### config.mk
export PLATFORM = sky130hd
export DESIGN_NAME = controle_contador
export DESIGN_NICKNAME = d
export VERILOG_FILES = /design/src/rtl/controle_contador_pkg.sv /design/src/rtl/contador_updown.sv /design/src/rtl/controle_contador.sv
export SDC_FILE = /design/constraint.sdc
export NUM_CORES = 1
export LEC_CHECK = 0
export CORE_ASPECT_RATIO = 1.75
export CORE_MARGIN = 4
export CORE_UTILIZATION = 30
export CTS_CLUSTER_DIAMETER = 30
export CTS_CLUSTER_SIZE = 12
export DETAILED_ROUTE_END_ITERATION = 8
export MAX_ROUTING_LAYER = met4
export PLACE_DENSITY_LB_ADDON = 0.2
export SYNTH_ARGS = -nofsm -noshare
export SYNTH_HDL_FRONTEND = slang
export SYNTH_SLANG_ARGS = --single-unit
### constraint.sdc
create_clock -name clk -period 1.8 [get_ports clk]
set_clock_uncertainty 0.05 [all_clocks]
set_input_delay 0.36 -clock clk [delete_from_list [all_inputs] [get_ports clk]]
set_output_delay 0.36 -clock clk [all_outputs]
set_load 0.02 [all_outputs]
### src/rtl/controle_contador_pkg.sv
// Shared types and helpers for the controle_contador sequencer and its counter datapath.
package controle_contador_pkg;

  localparam int NBITS_DEF = 4;

  typedef enum logic [1:0] {
    S_IDLE = 2'd0,
    S_RUN  = 2'd1,
    S_HOLD = 2'd2,
    S_DONE = 2'd3
  } state_t;

  // All-zeros when counting up, all-ones when counting down; callers truncate to their width.
  function automatic logic [31:0] init_value(input logic up);
    return up ? 32'd0 : 32'hFFFF_FFFF;
  endfunction

endpackage

### src/rtl/contador_updown.sv
// NBITS up/down counter register: load has priority over enable; one step per enabled cycle.
module contador_updown #(
  parameter int NBITS = 4
) (
  input  logic             i_clk,
  input  logic             i_reset,
  input  logic             i_load,
  input  logic [NBITS-1:0] i_load_val,
  input  logic             i_en,
  input  logic             i_up,
  output logic [NBITS-1:0] o_count
);

  logic [NBITS-1:0] r_count;

  always_ff @(posedge i_clk) begin
    if (i_reset) begin
      r_count <= '0;
    end else if (i_load) begin
      r_count <= i_load_val;
    end else if (i_en) begin
      r_count <= i_up ? r_count + NBITS'(1) : r_count - NBITS'(1);
    end
  end

  assign o_count = r_count;

endmodule

### src/rtl/controle_contador.sv
// Start/pause/stop sequencer driving contador_updown from its initial value to a latched limit.
// CONTROLE_CONTADOR_AUTO_RELOAD_EN: on terminal, pulse done, reload init and keep running.
module controle_contador
  import controle_contador_pkg::*;
#(
  parameter int NBITS = NBITS_DEF
) (
  input  logic             clk,
  input  logic             reset,
  input  logic             start,
  input  logic             up,
  input  logic [NBITS-1:0] limit,
  input  logic             pause,
  input  logic             stop,
  output logic [NBITS-1:0] count,
  output logic             busy,
  output logic             done
);

  state_t           r_state;
  state_t           w_next;
  logic             r_dir;
  logic [NBITS-1:0] r_lim;
  logic             r_done;
  logic             w_load;
  logic             w_en;
  logic             w_done_nxt;
  logic [NBITS-1:0] w_load_val;
  logic [NBITS-1:0] w_count;

  contador_updown #(.NBITS(NBITS)) u_contador (
    .i_clk      (clk),
    .i_reset    (reset),
    .i_load     (w_load),
    .i_load_val (w_load_val),
    .i_en       (w_en),
    .i_up       (r_dir),
    .o_count    (w_count)
  );

  always_ff @(posedge clk) begin
    if (reset) begin
      r_state <= S_IDLE;
      r_dir   <= 1'b0;
      r_lim   <= '0;
      r_done  <= 1'b0;
    end else begin
      r_state <= w_next;
      r_done  <= w_done_nxt;
      if (r_state == S_IDLE && start) begin
        r_dir <= up;
        r_lim <= limit;
      end
    end
  end

  always_comb begin
    w_next     = r_state;
    w_load     = 1'b0;
    w_load_val = NBITS'(init_value(up));
    w_en       = 1'b0;
    w_done_nxt = 1'b0;
    case (r_state)
      S_IDLE: begin
        if (start) begin
          w_load = 1'b1;
          w_next = S_RUN;
        end
      end
      S_RUN: begin
        // Terminal outranks pause so a run never parks on its last value.
        if (stop) begin
          w_next = S_IDLE;
        end else if (w_count == r_lim) begin
          w_done_nxt = 1'b1;
`ifdef CONTROLE_CONTADOR_AUTO_RELOAD_EN
          w_load     = 1'b1;
          w_load_val = NBITS'(init_value(r_dir));
`else
          w_next     = S_DONE;
`endif
        end else if (pause) begin
          w_next = S_HOLD;
        end else begin
          w_en = 1'b1;
        end
      end
      S_HOLD: begin
        if (stop) begin
          w_next = S_IDLE;
        end else if (!pause) begin
          w_next = S_RUN;
        end
      end
      S_DONE: begin
        w_next = S_IDLE;
      end
      default: begin
        w_next = S_IDLE;
      end
    endcase
  end

  assign count = w_count;
  assign busy  = (r_state == S_RUN) || (r_state == S_HOLD);
  assign done  = r_done;

endmodule

==> summary.md <==
| Metric | Value |
|---|---|
| Largest delay share family, worst path | buffers and inverters |
| End of the worst register-to-register path | u_contador.o_count[2] |
| Fmax | 0.580 GHz |
| Most frequent cells after synthesis | 13 x nand2_1, 12 x dfxtp_1, 8 x a21oi_1, 6 x ha_1 |
| Yosys cell types | 34 |
| Worst Reg-to-Reg Cells | 6 |
| Max incr delay on CP | 0.37 ns |
| Cts bufs inserted | 3 |
| Post-Syn Instances | 85 |
| TritonCTS clock tree | built |
| Worst Hold Path EP | r_lim[0] |
| Avg Cell Area, Syn | 8.60 um2 |
| FF-to-FF Start | r_state[1] |
| Hold Path Class | reg2reg |
| WHS Path Cells | 2 |
| Worst hold start | r_lim[0] |
| Cell Chain, Critical Path | inv_1, ha_1, dlygate4sd2_1 |
| Core area | 2300 um2 |
| Gr ovfl total | 0 |
| Design area | 1080 um2 |
| Synth warn | 0 |
| Min Clock Period, post-route | 1.72 ns |
| Final Hold Vio Count | 0 |
| Status | finished clean |
| Layout cells sized above 1 | 22.1% |
| Gr busiest metal | met2 |
| Leak | 0.447 nW |
| Worst setup margin | 0.0762 ns |
| Final ANT Viol Nets | 0 |
| Placed cell areas | 991 um2 |
| Crit end category | primary output |
| Sequential-to-total area share from yosys stat | 32.9% |
| Tcrit/Tclk final | 95.8% |
| Sequential share of power | 34.4% |
| Worst slack at placement | -0.194 ns |
| Synth area leaders | dfxtp_1 33%, ha_1 10%, nand2_1 6.7%, a21oi_1 5.5%, xor2_1 4.8% |
| Total Power | 0.948 mW |
| H-tree lvl count | 1 |
| GPL Wtd Cong | 0.803 |
| Area grow syn2layout | 47.6% |
| Global-route wire length before repair | 3.11 mm |
| Post-CTS Setup Inserts | 0 |
| DRT iter0 DRCs | 20 |
| R2R Setup Slk | 0.11 ns |
| Slowest-stage cell, CP | dfxtp_2 |
| Arrival time worst endpoint | 1.31 ns |
| Comb pwr share | 33.8% |
| Number of synthesized flops with an enable pin | 0 |
| Remaining DRCs | 0 |
| Most frequent cell after synthesis | nand2_1 |
| Final #Nets | 131 |
| Final Util | 46.8% |
| Pwr dens | 879 nW/um2 |
| Die width | 45.3 um |
| Worst-skew pair later-pin latency | 0.24 ns |
| Root Driver | clkbuf_8 |
| Clk pwr share | 31.7% |
| # rows | 23 |
| Startpoint Class | flop |
| Crit path required time | 1.39 ns |
| Largest net degree at the start of global routing | 11 |
| M1 GR Usage | 13.7% |
| Sw Share | 31.3% |
| Post-Syn Nets | 102 |
| Via count of the routed design | 721 |
| Post-CTS Hold Buffers | 0 |
| Final setup viols | 0 |
| Slew HR | 68.7% |
| Setup Crit Path Kind | reg2out |
| Synth Flop Type | dfxtp_1 |
| Number of global-route vias before repair | 702 |
| Buffers added on ports | 15 |
| Number of diodes | 0 |
| Fill count | 241 |
| Initial core utilization | 31.7% |
| Worst Tran Pin Value | 0.463 ns |
| Max Slew Vio Count | 0 |
| CTS sink count | 12 |
| Buffers & Inverters on Critical Path | 2 |
| Vias per cell | 5.22 |
| Met3 Use GR | 2.21% |
| Maximum vdd ir drop | 0.000530 V |
| Clock Path Buffers | 2 |
| Unrepaired setup endpoints after global routing | no |
| Int Power | 0.651 mW |
| DPL Wire Length | 1.51 mm |
| Final WL | 1.87 mm |
| Sw Pwr | 0.297 mW |
| Met2 Usage GRT | 23.5% |
| Gr usage total | 13.4% |
| Synthesized area | 731 um2 |
| Area leader, netlist | dfxtp_1 |
| Max-cap violations | 0 |
| IO Pins | 16 |
| Die area | 3320 um2 |
| WL/cell | 13.5 um |
| CP Max Fanout | 3 |
| Die span in y | 73.3 um |
| Detailed Routing Iterations Pass 1 | 2 |
| Ys async rst share | 0% |
| Post-synthesis register bit count | 12 |
| CTS clk-pin slew, worst paths | 0.05 ns |
| Synth top area share | 32.9% |
| Initial antenna violation count | 0 |
[flip-flops by register name (all words and copies together) (netlist names)]
signal              cells
r_lim                   4
u_contador.o_count      4
r_state                 2
done                    1
r_dir                   1
[worst register-to-register path: stages, from the launching register on]
cell and delay [ns]:
dfxtp_1 0.31, inv_1 0.13, ha_4 0.17, nor3b_4 0.19, o41ai_1 0.13, or4_1 0.50, o311ai_0 0.10
[routing by layer]
metal | vias to the layer above | part of all wire (%)
li1 | 362 | -
met1 | 341 | 39
met3 | 5 | 3.4
met2 | 13 | 56
met5 | - | 0
met4 | 0 | 2.3
[cell usage in the layout (no fill, tap or decap), drive strengths merged, types with 3 or more instances in the layout]
master	instances
buf	11
clkbuf	4
nor2	5
ha	6
a21oi	8
inv	5
xor2	4
a211oi	3
clkdlybuf4s50	13
dfxtp	12
nand2	13
[what timing repair did]
item,4_1_cts,5_1_grt
hold endpoints to repair,0,0
pin swaps,0,2
resized for setup,2,7
endpoints found under the setup margin,2,5
[cells by family (layout without fill, tap and decap cells)]
group	after synthesis	after routing	share of synthesized area [%]
AOI/OAI and AO/OA	25	25	24.7
xor gates and xnor gates	6	6	7.19
adders and majority gates	7	7	13.0
DFF	12	12	32.9
and+or+nand+nor	28	28	18.7
buffers and inverters	7	35	3.60
[how the worst max path moves through the flow]
stage,slack [ns],cells past startpoint,to,from
floorplan,0.02,4,r_state[0],u_contador.o_count[0]
global placement,-0.15,5,u_contador.o_count[2],pause
detailed placement,-0.19,5,u_contador.o_count[2],pause
CTS,0.01,1,count[0],u_contador.o_count[0]
global route,0.01,3,busy,r_state[0]
finish,0.08,3,busy,r_state[0]
[power groups by stage]
stage               logic [mW]  clock network, mW  registers (mW)
finish                   0.321              0.301           0.326
global route             0.359              0.320           0.331
CTS                      0.312              0.307           0.323
detailed placement       0.312                  0           0.329
global placement         0.308                  0           0.328
floorplan                0.175                  0           0.340
[area by class of cell]
| class | count | area, um2 | area share [%] |
|---|---|---|---|
| Multi-Input combinational cell | 66 | 493 | 45.7 |
| Sequential cell | 12 | 246 | 22.9 |
| Timing Repair Buffer | 26 | 234 | 21.7 |
| Clock buffer | 4 | 55.1 | 5.10 |
| Tap cell | 25 | 31.3 | 2.90 |
| Inverter | 5 | 18.8 | 1.74 |
[metrics by stage]
stage | hold slack (ns) | cells | TNS, ns
floorplan | 0.396 | 85 | 0
global placement | 0.405 | 134 | -0.166
detailed placement | 0.408 | 134 | -0.230
CTS | 0.416 | 138 | 0
global route | 0.445 | 138 | 0
finish | 0.411 | 138 | 0
Power figures use the tool's default switching activity.
